==> config.mk <==
export PLATFORM = sky130hd
export DESIGN_NAME = mem_port_arbiter_flat
export DESIGN_NICKNAME = d
export VERILOG_FILES = /design/src/rtl/mem_map_pkg.sv /design/src/rtl/mem_port_arbiter_if.sv /design/src/rtl/mem_port_arbiter_mem_addr_check.sv /design/src/rtl/mem_port_arbiter.sv /design/src/flat_wrapper.sv
export SDC_FILE = /design/constraint.sdc
export NUM_CORES = 1
export LEC_CHECK = 0
export ABC_AREA = 1
export CORE_AREA = 2 2 112 114
export DETAILED_ROUTE_END_ITERATION = 12
export DIE_AREA = 0 0 114 116
export GPL_ROUTABILITY_DRIVEN = 0
export PLACE_DENSITY_LB_ADDON = 0.08
export REMOVE_ABC_BUFFERS = 1
export SYNTH_ARGS = -nofsm -noshare
export SYNTH_HDL_FRONTEND = slang
export SYNTH_SLANG_ARGS = --single-unit
==> constraint.sdc <==
create_clock -name clk -period 4.25 [get_ports clk]
set_clock_uncertainty 0.15 [all_clocks]
set_input_delay 1.275 -clock clk [delete_from_list [all_inputs] [get_ports clk]]
set_output_delay 1.275 -clock clk [all_outputs]
set_load 0.02 [all_outputs]
==> src/rtl/mem_map_pkg.sv <==
// Memory map of the segmented data memory and the arbiter state type.
package mem_map_pkg;

    localparam int unsigned SEN_BASE     = 32'd0;
    localparam int unsigned IN_BASE      = 32'd302;
    localparam int unsigned OUT_BASE     = 32'd90302;
    localparam int unsigned SEG_SIZE     = 32'd90000;
    localparam int unsigned STARTIO_ADDR = 32'd180302;

    typedef enum logic [0:0] {
        IDLE  = 1'b0,
        BURST = 1'b1
    } arb_state_t;

endpackage

==> src/rtl/mem_port_arbiter_if.sv <==
// Requester-side burst bundle and memory-side data port bundle of the arbiter.
interface mem_req_if #(
    parameter int WIDTH = 24,
    parameter int PIXEL = 8,
    parameter int LENW  = 5
);
    logic             req;
    logic             we;
    logic [WIDTH-1:0] addr;
    logic [LENW-1:0]  len;
    logic [PIXEL-1:0] wdata;
    logic             beat;
    logic             rvalid;
    logic [WIDTH-1:0] rdata;
    logic             done;
    logic             err;

    modport master (output req, we, addr, len, wdata,
                    input  beat, rvalid, rdata, done, err);
    modport slave  (input  req, we, addr, len, wdata,
                    output beat, rvalid, rdata, done, err);
endinterface

interface mem_bus_if #(
    parameter int WIDTH = 24
);
    logic             we;
    logic [WIDTH-1:0] addr;
    logic [WIDTH-1:0] wd;
    logic [WIDTH-1:0] rd;

    modport master (output we, addr, wd, input rd);
    modport slave  (input we, addr, wd, output rd);
endinterface

==> src/rtl/mem_port_arbiter_mem_addr_check.sv <==
// Beat legality check against the memory map.
// Define MEMARB_WPROT_EN to restrict writes to the output-pixel segment.
module mem_addr_check
    import mem_map_pkg::*;
#(
    parameter int WIDTH = 24
) (
    input  logic [WIDTH-1:0] addr_i,
    input  logic             we_i,
    output logic             legal_o
);

    // Out-of-range and read-only startIO checks, optional write window.
    always_comb begin
        legal_o = 1'b1;
        if (addr_i > WIDTH'(STARTIO_ADDR)) begin
            legal_o = 1'b0;
        end else if (we_i && (addr_i == WIDTH'(STARTIO_ADDR))) begin
            legal_o = 1'b0;
`ifdef MEMARB_WPROT_EN
        end else if (we_i && ((addr_i < WIDTH'(OUT_BASE)) ||
                              (addr_i > WIDTH'(OUT_BASE + SEG_SIZE - 32'd1)))) begin
            legal_o = 1'b0;
`endif
        end else begin
            legal_o = 1'b1;
        end
    end

endmodule

==> src/rtl/mem_port_arbiter.sv <==
// Two-requester round-robin burst arbiter for the shared data-memory port.
// Optional write protection via MEMARB_WPROT_EN (see mem_addr_check).
module mem_port_arbiter
    import mem_map_pkg::*;
#(
    parameter  int WIDTH     = 24,
    parameter  int PIXEL     = 8,
    parameter  int MAX_BURST = 16,
    localparam int LENW      = $clog2(MAX_BURST + 1)
) (
    input  logic      clk,
    input  logic      reset,
    mem_req_if.slave  r0,
    mem_req_if.slave  r1,
    mem_bus_if.master mem
);

    arb_state_t       state_q;
    logic             ptr_q;
    logic             owner_q;
    logic             we_q;
    logic             legal_q;
    logic             mem_we_q;
    logic [WIDTH-1:0] base_q;
    logic [WIDTH-1:0] mem_addr_q;
    logic [LENW-1:0]  len_q;
    logic [LENW-1:0]  idx_q;
    logic [1:0]       beat_q;
    logic [1:0]       rvalid_q;
    logic [1:0]       done_q;
    logic [1:0]       err_q;
    logic [WIDTH-1:0] rdata_q [2];

    logic [1:0]       req_s;
    logic             gnt_s;
    logic             gnt_we_s;
    logic [WIDTH-1:0] gnt_addr_s;
    logic [LENW-1:0]  gnt_len_s;
    logic [WIDTH-1:0] chk_addr_s;
    logic             chk_we_s;
    logic             legal_s;

    function automatic logic [LENW-1:0] clamp_len(input logic [LENW-1:0] len);
        if (len == '0) begin
            return LENW'(1);
        end else if (len > LENW'(MAX_BURST)) begin
            return LENW'(MAX_BURST);
        end else begin
            return len;
        end
    endfunction

    // Grant selection and the address of the beat about to be issued.
    always_comb begin
        req_s = {r1.req, r0.req};
        if (req_s == 2'b11) begin
            gnt_s = ptr_q;
        end else begin
            gnt_s = req_s[1];
        end
        if (gnt_s) begin
            gnt_addr_s = r1.addr;
            gnt_we_s   = r1.we;
            gnt_len_s  = clamp_len(r1.len);
        end else begin
            gnt_addr_s = r0.addr;
            gnt_we_s   = r0.we;
            gnt_len_s  = clamp_len(r0.len);
        end
        if (state_q == IDLE) begin
            chk_addr_s = gnt_addr_s;
            chk_we_s   = gnt_we_s;
        end else begin
            chk_addr_s = base_q + WIDTH'(idx_q);
            chk_we_s   = we_q;
        end
    end

    mem_addr_check #(.WIDTH(WIDTH)) u_check (
        .addr_i  (chk_addr_s),
        .we_i    (chk_we_s),
        .legal_o (legal_s)
    );

    // Burst FSM; every port output except mem_wd is a register here.
    always_ff @(posedge clk) begin
        if (reset) begin
            state_q    <= IDLE;
            ptr_q      <= 1'b0;
            owner_q    <= 1'b0;
            we_q       <= 1'b0;
            legal_q    <= 1'b0;
            mem_we_q   <= 1'b0;
            base_q     <= '0;
            mem_addr_q <= '0;
            len_q      <= '0;
            idx_q      <= '0;
            beat_q     <= 2'b00;
            rvalid_q   <= 2'b00;
            done_q     <= 2'b00;
            err_q      <= 2'b00;
            rdata_q[0] <= '0;
            rdata_q[1] <= '0;
        end else begin
            rvalid_q   <= 2'b00;
            done_q     <= 2'b00;
            rdata_q[0] <= '0;
            rdata_q[1] <= '0;
            case (state_q)
                IDLE: begin
                    if (|req_s) begin
                        state_q        <= BURST;
                        owner_q        <= gnt_s;
                        ptr_q          <= ~gnt_s;
                        we_q           <= gnt_we_s;
                        base_q         <= gnt_addr_s;
                        len_q          <= gnt_len_s;
                        idx_q          <= LENW'(1);
                        beat_q         <= gnt_s ? 2'b10 : 2'b01;
                        mem_addr_q     <= gnt_addr_s;
                        mem_we_q       <= gnt_we_s & legal_s;
                        legal_q        <= legal_s;
                        err_q[gnt_s]   <= ~legal_s;
                    end else begin
                        beat_q     <= 2'b00;
                        mem_addr_q <= '0;
                        mem_we_q   <= 1'b0;
                        legal_q    <= 1'b0;
                    end
                end
                BURST: begin
                    // Data of the beat on the bus this cycle returns next cycle.
                    rvalid_q[owner_q] <= ~we_q;
                    rdata_q[owner_q]  <= (legal_q && !we_q) ? mem.rd : '0;
                    if (idx_q == len_q) begin
                        state_q         <= IDLE;
                        beat_q          <= 2'b00;
                        mem_addr_q      <= '0;
                        mem_we_q        <= 1'b0;
                        legal_q         <= 1'b0;
                        done_q[owner_q] <= 1'b1;
                    end else begin
                        mem_addr_q <= chk_addr_s;
                        mem_we_q   <= we_q & legal_s;
                        legal_q    <= legal_s;
                        idx_q      <= idx_q + LENW'(1);
                        if (!legal_s) begin
                            err_q[owner_q] <= 1'b1;
                        end else begin
                            err_q[owner_q] <= err_q[owner_q];
                        end
                    end
                end
                default: begin
                    state_q  <= IDLE;
                    beat_q   <= 2'b00;
                    mem_we_q <= 1'b0;
                end
            endcase
        end
    end

    assign r0.beat   = beat_q[0];
    assign r1.beat   = beat_q[1];
    assign r0.rvalid = rvalid_q[0];
    assign r1.rvalid = rvalid_q[1];
    assign r0.rdata  = rdata_q[0];
    assign r1.rdata  = rdata_q[1];
    assign r0.done   = done_q[0];
    assign r1.done   = done_q[1];
    assign r0.err    = err_q[0];
    assign r1.err    = err_q[1];

    assign mem.we    = mem_we_q;
    assign mem.addr  = mem_addr_q;
    // Write data is consumed in the beat cycle itself, so it bypasses the register.
    assign mem.wd    = (|beat_q) ? WIDTH'(owner_q ? r1.wdata : r0.wdata) : '0;

endmodule
==> src/flat_wrapper.sv <==
// flat-port wrapper written by rule: the top's interface ports become plain ports
module mem_port_arbiter_flat import mem_map_pkg::*;
#(
    parameter  int WIDTH     = 24,
    parameter  int PIXEL     = 8,
    parameter  int MAX_BURST = 16,
    localparam int LENW      = $clog2(MAX_BURST + 1)
)
  (clk, reset, r0_req, r0_we, r0_addr, r0_len, r0_wdata, r0_beat, r0_rvalid, r0_rdata, r0_done, r0_err, r1_req, r1_we, r1_addr, r1_len, r1_wdata, r1_beat, r1_rvalid, r1_rdata, r1_done, r1_err, mem_we, mem_addr, mem_wd, mem_rd);
  mem_req_if #(.WIDTH(WIDTH), .PIXEL(PIXEL)) r0_i ();
  mem_req_if #(.WIDTH(WIDTH), .PIXEL(PIXEL)) r1_i ();
  mem_bus_if #(.WIDTH(WIDTH)) mem_i ();
  input  logic clk;
  input  logic reset;
  input wire logic [$bits(r0_i.req)-1:0] r0_req;
  input wire logic [$bits(r0_i.we)-1:0] r0_we;
  input wire logic [$bits(r0_i.addr)-1:0] r0_addr;
  input wire logic [$bits(r0_i.len)-1:0] r0_len;
  input wire logic [$bits(r0_i.wdata)-1:0] r0_wdata;
  output wire logic [$bits(r0_i.beat)-1:0] r0_beat;
  output wire logic [$bits(r0_i.rvalid)-1:0] r0_rvalid;
  output wire logic [$bits(r0_i.rdata)-1:0] r0_rdata;
  output wire logic [$bits(r0_i.done)-1:0] r0_done;
  output wire logic [$bits(r0_i.err)-1:0] r0_err;
  input wire logic [$bits(r1_i.req)-1:0] r1_req;
  input wire logic [$bits(r1_i.we)-1:0] r1_we;
  input wire logic [$bits(r1_i.addr)-1:0] r1_addr;
  input wire logic [$bits(r1_i.len)-1:0] r1_len;
  input wire logic [$bits(r1_i.wdata)-1:0] r1_wdata;
  output wire logic [$bits(r1_i.beat)-1:0] r1_beat;
  output wire logic [$bits(r1_i.rvalid)-1:0] r1_rvalid;
  output wire logic [$bits(r1_i.rdata)-1:0] r1_rdata;
  output wire logic [$bits(r1_i.done)-1:0] r1_done;
  output wire logic [$bits(r1_i.err)-1:0] r1_err;
  output wire logic [$bits(mem_i.we)-1:0] mem_we;
  output wire logic [$bits(mem_i.addr)-1:0] mem_addr;
  output wire logic [$bits(mem_i.wd)-1:0] mem_wd;
  input wire logic [$bits(mem_i.rd)-1:0] mem_rd;
  assign r0_i.req = r0_req;
  assign r0_i.we = r0_we;
  assign r0_i.addr = r0_addr;
  assign r0_i.len = r0_len;
  assign r0_i.wdata = r0_wdata;
  assign r0_beat = r0_i.beat;
  assign r0_rvalid = r0_i.rvalid;
  assign r0_rdata = r0_i.rdata;
  assign r0_done = r0_i.done;
  assign r0_err = r0_i.err;
  assign r1_i.req = r1_req;
  assign r1_i.we = r1_we;
  assign r1_i.addr = r1_addr;
  assign r1_i.len = r1_len;
  assign r1_i.wdata = r1_wdata;
  assign r1_beat = r1_i.beat;
  assign r1_rvalid = r1_i.rvalid;
  assign r1_rdata = r1_i.rdata;
  assign r1_done = r1_i.done;
  assign r1_err = r1_i.err;
  assign mem_we = mem_i.we;
  assign mem_addr = mem_i.addr;
  assign mem_wd = mem_i.wd;
  assign mem_i.rd = mem_rd;
  mem_port_arbiter #(.WIDTH(WIDTH), .PIXEL(PIXEL), .MAX_BURST(MAX_BURST)) u_core (.clk(clk), .reset(reset), .r0(r0_i), .r1(r1_i), .mem(mem_i));
endmodule
=== Word level (Yosys, flattened, before mapping) ===
Memory sizes are Yosys's and may differ from the RTL's.
Index checks and enable logic that the tools add are counted.

* Equality and inequality tests: 6
* Mux-type cells: 54
* Order comparisons: 7
* Reduce and logical (&&, ||, !) cells: 13
* $add $sub $neg: 2
* Bitwise logic cells: 11

{| class="wikitable"
|+ Operators with widths
! operator !! count
|-
| two-way mux 24 bit || 8
|-
| case mux 24 bit (2 select lines) || 1
|-
| two-way mux 5 bit || 7
|-
| adder 24 x 5 -> 24 bit || 1
|-
| equality test 24 x 18 -> 1 bit (second input constant) || 1
|-
| > comparator 24 x 18 -> 1 bit (second input constant) || 1
|-
| two-way mux 1 bit || 21
|-
| two-way mux 2 bit || 6
|-
| > comparator 5 bit (second input constant) || 2
|-
| zero test 5 bit || 2
|-
| case mux 5 bit (2 select lines) || 1
|-
| two-way mux 8 bit || 1
|-
| case mux 2 bit (2 select lines) || 2
|-
| != test 2 bit (second input constant) || 3
|-
| case mux 1 bit (2 select lines) || 3
|-
| OR reduction 2 bit || 3
|-
| adder 5 x 1 -> 5 bit (second input constant) || 1
|-
| equality test 5 bit || 1
|-
| inverter 1 bit || 5
|-
| bitwise mux 2 bit || 2
|-
| logical AND 1 bit || 4
|-
| less-than comparator 1 x 2 -> 1 bit (second input constant) || 2
|-
| AND reduction 2 bit || 2
|-
| OR reduction 3 bit || 1
|-
| 8 further kinds || 12
|}

* Memories kept: 1
* Output and inout port bits: 105
* Bits in writable memories: 48
* Bits in registers: 72
* Word-level logic and storage cells: 108
* Bits of input ports: 104

{| class="wikitable"
|+ Memories
! name !! depth !! bits a word !! read ports !! clocked after Yosys merged registers in !! wr ports !! line !! text
|-
| u_core.rdata_q || 2 || 24 || 2 || 0 || 3 || mem_port_arbiter.sv:32 || <nowiki>logic [WIDTH-1:0] rdata_q [2];</nowiki>
|}

=== Depth between registers and ports, before layout ===
Gate-level depths: netlist of run 1.

* Word-level depth: 12
* Depth in mapped cells: 21

=== Cells and area by module ===
Synthesis of run 1 repeated with hierarchy kept, for this count alone.

* Cell total of the unflattened synthesis: 855
* Area, all modules: 5756.8 um^2

{| class="wikitable"
|+ By module, submodules not included
! module !! area an instance (um^2) !! instances !! cells an instance !! sequential area each (um^2)
|-
| mem_port_arbiter || 5615.4 || 1 || 823 || 2402.3
|-
| mem_addr_check || 141.4 || 1 || 32 || 0.0
|}

=== Worst setup path before layout of run 1 ===
Ideal clock, no wire load.

* Path type: in2out
* Start: input r1_wdata[0]
* End: output mem_wd[0]
* Stages: 2
* Arrival: 1.694 ns
* Slack: 1.131 ns
* Required time: 2.825 ns
* Path through: nand2_1 -> a21oi_1

* Cells in the longest elaborated chain, start to end: 2

{| class="wikitable"
|+ Ends and longest elaborated chain
! what !! line !! text
|-
| start: declaration || flat_wrapper.sv:29 || <nowiki>input wire logic [$bits(r1_i.wdata)-1:0] r1_wdata;</nowiki>
|-
| two-way mux 8 bit || mem_port_arbiter.sv:177 || <nowiki>assign mem.wd = (|beat_q) ? WIDTH'(owner_q ? r1.wdata : r0.wdata) : '0;</nowiki>
|-
| two-way mux 24 bit || mem_port_arbiter.sv:177 ||
|-
| end: declaration || flat_wrapper.sv:37 || <nowiki>output wire logic [$bits(mem_i.wd)-1:0] mem_wd;</nowiki>
|}

No other way between the ends.

=== Worst setup path after layout of run 1 ===
* Start: input r1_wdata[6]
* End: output mem_wd[6]

Same word-level chain as after synthesis.

==> results of run 1 <==
[metal layers]
layer / track usage (%) / share of wire, % / vias up
met5: 0 / 0 / -
met4: 11.5 / 3.0 / 0
met3: 6.59 / 5.4 / 41
met2: 41.6 / 48 / 178
met1: 30.9 / 43 / 2638
li1: - / - / 3035
[worst min-delay path, stage by stage (launching register included)]
cell and delay (ns):
dfxtp_1 0.31, nand2_1 0.06, a21oi_1 0.05
[power by group through the flow]
stage,clock (mW),sequential [mW],combinational (mW)
floorplan,0,1.29,0.296
global placement,0,1.26,0.605
detailed placement,0,1.26,0.611
CTS,1.54,1.24,0.615
global route,1.59,1.25,0.680
finish,1.52,1.24,0.612
[worst max path at each step]
stage | start | to | depth (start not counted)
floorplan | r0_req | u_core.err_q[1] | 15
finish | r1_wdata[6] | mem_wd[6] | 4
global placement | r1_wdata[6] | mem_wd[6] | 4
CTS | r1_wdata[6] | mem_wd[6] | 4
detailed placement | r1_wdata[6] | mem_wd[6] | 4
global route | r1_wdata[6] | mem_wd[6] | 4
[stage by stage]
stage                     worst slack [ns]  instance area (sq um)
after floorplan                       1.10                   5590
after global placement               0.258                   7780
after detailed placement             0.251                   7780
after CTS                            0.244                   8410
after global routing                 0.175                   8410
final                                0.251                   8410
[cell families (layout without fill, tap and decap cells)]
family                   Yosys count  after routing  share of synthesized area (%)
AO/OA/AOI/OAI                     91             91                           8.43
XOR/XNOR                           8              8                           1.21
adder cells (fa/ha/maj)            7              7                           1.64
buffers and inverters            142            328                           10.5
flip-flops                       120            120                           41.5
multiplexers                       8              8                           1.38
other                              1             16                         0.0647
AND/OR/NAND/NOR                  457            457                           35.3
[state kept, by name, indices dropped and copies added, names as in the netlist]
| signal | count |
|---|---|
| u_core.mem.addr | 24 |
| u_core.legal_q | 1 |
| u_core.idx_q | 5 |
| u_core.rvalid_q | 2 |
| u_core.base_q | 24 |
| u_core.rdata_q | 48 |
| u_core.err_q | 2 |
| u_core.owner_q | 1 |
| u_core.we_q | 1 |
| u_core.state_q | 1 |
| u_core.done_q | 2 |
| u_core.len_q | 5 |
| u_core.ptr_q | 1 |
| u_core.mem.we | 1 |
| u_core.beat_q | 2 |
[final cells by class]
type | instances | area, sq um
Multi-Input combinational cell | 587 | 2840
Inverter | 93 | 349
Clock buffer | 20 | 457
Timing Repair Buffer | 204 | 2010
Clock inverter | 11 | 173
Sequential cell | 120 | 2400
Fill cell | 1033 | 3500
Tap cell | 147 | 184
[cells in the final DEF (no fill, tap or decap), types with 3 or more instances in the layout]
| cell | n |
|---|---|
| clkdlybuf4s50_1 | 191 |
| bufinv_16 | 4 |
| inv_1 | 86 |
| mux2i_1 | 8 |
| nand2_2 | 8 |
| a21oi_1 | 68 |
| clkbuf_16 | 17 |
| inv_2 | 7 |
| xnor2_1 | 6 |
| nand4_1 | 7 |
| nand3b_1 | 10 |
| or2_2 | 17 |
| ha_1 | 6 |
| or2_0 | 3 |
| nor2_2 | 3 |
| nand3_1 | 76 |
| dfxtp_1 | 120 |
| o21ai_0 | 8 |
| clkinvlp_4 | 4 |
| nor3_1 | 57 |
| nor2_1 | 47 |
| nand2_1 | 222 |
| conb_1 | 16 |
| o21ai_1 | 4 |
| buf_4 | 12 |
==> impl_results.md, run 1 <==
- Outcome: completed
- CP max-delay cell: clkdlybuf4s50_1
- Clock Path Buffers: 2
- Clock sinks: 120
- Post-cts hold buffer count: 0
- Slew @ Worst Pin: 0.982 ns
- Synth top area cells: dfxtp_1 41%, nand2_1 14%, nand3_1 6.6%
- Worst-path cell chain: clkdlybuf4s50_1 > nand2_1 > a21oi_1 > clkdlybuf4s50_1
- Post-Syn Area: 5790 sq um
- CTS-repair resized insts: 0
- Max H-tree Level: 4
- Total negative slack: 0 ns
- # setup viols final: 0
- Hold path cells: 2
- Finished Core Util: 70.6%
- CP most frequent cell: clkdlybuf4s50_1
- Synth Flop Type: dfxtp_1
- Switching share of power: 26.8%
- Sequential Power Share: 36.8%
- Die H: 116 um
- Leakage: 3.57 nW
- Post-DRT Antenna Nets: 0
- Hpwl dp: 11800 um
- Core Region: 11900 sq um
- Antenna fix cells: 0
- Final #Nets: 1134
- Power Density: 401 nW/um^2
- Seq/Total Area, Yosys: 41.5%
- Reg2reg path depth: 21
- Int Power: 2.47 mW
- Gate Count Post-Synth: 834
- Area growth syn-to-layout: 45.2%
- Port bufs: 192
- EDFF count, synth: 0
- Crit-path max cell delay: 0.62 ns
- TritonRoute pass-1 iters: 5
- Count leader, synth: nand2_1
- Num CTS Buffers: 17
- Layout cells sized above 1: 8.21%
- Final period utilization: 94.1%
- RSZ-0062 raised after global routing: false
- Synth Register Bits: 120
- GR Util All Layers: 25.1%
- Fin Hold WS: 0.317 ns
- F_max: 250 MHz
- Switching power: 0.904 mW
- CTS tree: yes
- Final hold vios: 0
- Average cell area after synthesis: 6.94 sq um
- CP endpoint kind: primary output
- Combinational power share: 18.2%
- Drt wl/cell: 13.7 um
- Final Power: 3.37 mW
- Delay-heaviest family, CP: buffers and inverters
- Buf/Inv on CP: 2
- Worst Hold Launch: u_core.ptr_q
- Via density per instance: 4.98
- Die Width: 114 um
- Max-slew violation count: 0
- IO Count: 209
- Initial antenna violation count: 0
- Synth unique cells: 41
- Asr flop ratio synth: 0%
- Initial Utilization: 48.6%
- Most instantiated cells after synthesis: 222 x nand2_1, 120 x dfxtp_1, 86 x inv_1
- R2r setup slk: 1.26 ns
- R2R Path Start: u_core.idx_q[0]
- Yosys top cell by area: dfxtp_1
- Largest net degree at the start of global routing: 61
- Tmin final: 4.00 ns
- DR vias: 5892
- Clk_lat worst skew: 0.43 ns
- R2R Path End: u_core.err_q[1]
- First-pass GRT wire length: 26000 um
- Clock share of power: 45.1%
- Post-Route WL: 16200 um
- Hold Crit Class: reg2reg
- DRC viols: 0
- Num rows: 40
- Peak supply drop: 0.000301 V
- Critical Path RT: 2.82 ns
- Post-synth top area share: 41.5%
- Clock-pin slew on the worst setup and hold paths: 0.05 ns
- Gr ovfl total: 0
- Max-slew headroom: 34.4%
- Root Buffer Master: clkbuf_16
- DR iter-0 viols: 378
- Worst Setup Path Type: in2out
- Post-CTS setup buffer count: 0
- DIE AREA: 13200 sq um
- Yosys warnings: 0
- Hold Path Sink: u_core.ptr_q
- Worst Setup Start Kind: primary input
- WP data arrival: 2.57 ns
- Critical path fanouts, max: 1
- Maxcap violations: 0
- Non-Filler Instances: 1182
- Placed Cells: 1151
- Number of global-route vias before repair: 5486
Note: power is estimated with default switching activity, not from simulation.
==> run 2, diff against run 1 <==
Settings changed: CORE_AREA 2 2 112 114 to 2 2 117 119, DIE_AREA 0 0 114 116 to 0 0 119 121, MAX_ROUTING_LAYER from default to met4.
Clock period 4.25 ns to 3.92 ns, I/O delays scaled along.
==> impl_results.md, run 2 (synthesized netlist as in run 1, its figures left out) <==
- Post-route cell area: 8410 sq um
- Post-CTS setup buffer count: 0
- Total negative slack: 0 ns
- Worst Setup Start Kind: primary input
- Tmin final: 3.81 ns
- Most frequent cells in the layout: 222 x nand2_1, 191 x clkdlybuf4s50_1, 120 x dfxtp_1
- Area growth syn-to-layout: 45.1%
- Initial antenna violation count: 0
- First-pass GRT wire length: 26500 um
- Clock Path Buffers: 2
- Area post-placement: 7820 sq um
- Die Width: 119 um
- RSZ-0062 raised after global routing: false
- GR Util All Layers: 23.7%
- Num rows: 42
- DRC viols: 0
- Final Power: 3.51 mW
- DR iter-0 viols: 393
- Fill cells: 1216
- Largest net degree at the start of global routing: 61
- Leakage: 3.55 nW
- Post-cts hold buffer count: 0
- Final hold vios: 0
- Slew @ Worst Pin: 0.967 ns
- Initial Utilization: 44.3%
- CP endpoint kind: primary output
- IO Count: 209
- Number of global-route vias before repair: 5498
- TritonRoute pass-1 iters: 4
- Max-slew headroom: 35.4%
- Root Buffer Master: clkbuf_16
- CTS-repair resized insts: 0
- Placed Cells: 1180
- Worst Setup Path Type: in2out
- Max-slew violation count: 0
- Hpwl dp: 11900 um
- F_max: 263 MHz
- Power Density: 418 nW/um^2
- Num CTS Buffers: 17
- Antenna fix cells: 0
- CTS tree: yes
- Clock sinks: 120
- Critical Path RT: 2.59 ns
- Final period utilization: 97.1%
- DR vias: 5797
- Finished Core Util: 64.2%
- Core Region: 13100 sq um
- Drt wl/cell: 13.2 um
- # setup viols final: 0
- Reg area: 2400 sq um
- Maxcap violations: 0
- Max H-tree Level: 4
- Final #Nets: 1134
- Clock-pin slew on the worst setup and hold paths: 0.05 ns
- Outcome: completed
- Largest Register: u_core.rdata_q
- Multi-input gate area: 2840 sq um
- Most common cell after layout, fill and taps aside: nand2_1
- Hold Crit Class: reg2reg
- Die H: 121 um
- Layout cells sized above 1: 8.49%
- Critical path fanouts, max: 1
- Non-Filler Instances: 1212
- Gr ovfl total: 0
- Post-Route WL: 16100 um
- DIE AREA: 14400 sq um
- Port bufs: 192
- Peak supply drop: 0.000281 V
- Post-DRT Antenna Nets: 0
- Max FFs per register: 48
- Via density per instance: 4.78
- WP data arrival: 2.48 ns
- Clk_lat worst skew: 0.41 ns
==> run 2: final timing paths <==
check	start	to	slack [ns]	cells after the start
worst max register to register	u_core.idx_q[0]	u_core.err_q[1]	0.83	21
worst max-delay path	r1_wdata[4]	mem_wd[4]	0.11	4
worst min-delay path	u_core.base_q[0]	u_core.base_q[0]	0.33	2
worst min register to register	u_core.base_q[0]	u_core.base_q[0]	0.33	2
==> run 2: layout make-up <==
class                      count  area share (%)
clock inverter                12            1.40
multi-input combinational    587            33.8
inverter                      93            4.15
tap                          176            2.62
timing repair buffer         204            23.9
sequential                   120            28.6
clock buffer                  20            5.55
==> run 2: worst max-delay path: stages <==
cell and delay, ns:
clkdlybuf4s50_1 0.45, nand2_1 0.05, a21oi_1 0.17, clkdlybuf4s50_1 0.63
==> run 2: routing by layer <==
layer	global-route usage [%]	wire, um	vias up
met4	6.32	159	0
li1	-	-	3035
met1	29.2	7320	2581
met3	5.64	897	14
met5	-	0	-
met2	39.2	7680	167
==> run 2: power by group <==
group	total (mW)	switching (mW)	leakage [nW]	internal, mW
Clock	1.50	0.574	0.275	0.927
Combinational	0.664	0.369	2.30	0.296
Sequential	1.34	0.0567	0.979	1.29
Total	3.51	1.00	3.55	2.51
==> run 2: through the flow <==
| step | hold slack (ns) | setup WS (ns) |
|---|---|---|
| 2_1_floorplan | 0.285 | 0.873 |
| 3_3_place_gp | 0.309 | 0.124 |
| 3_5_place_dp | 0.312 | 0.111 |
| 4_1_cts | 0.321 | 0.109 |
| 5_1_grt | 0.355 | 0.0475 |
| 6_report | 0.326 | 0.113 |
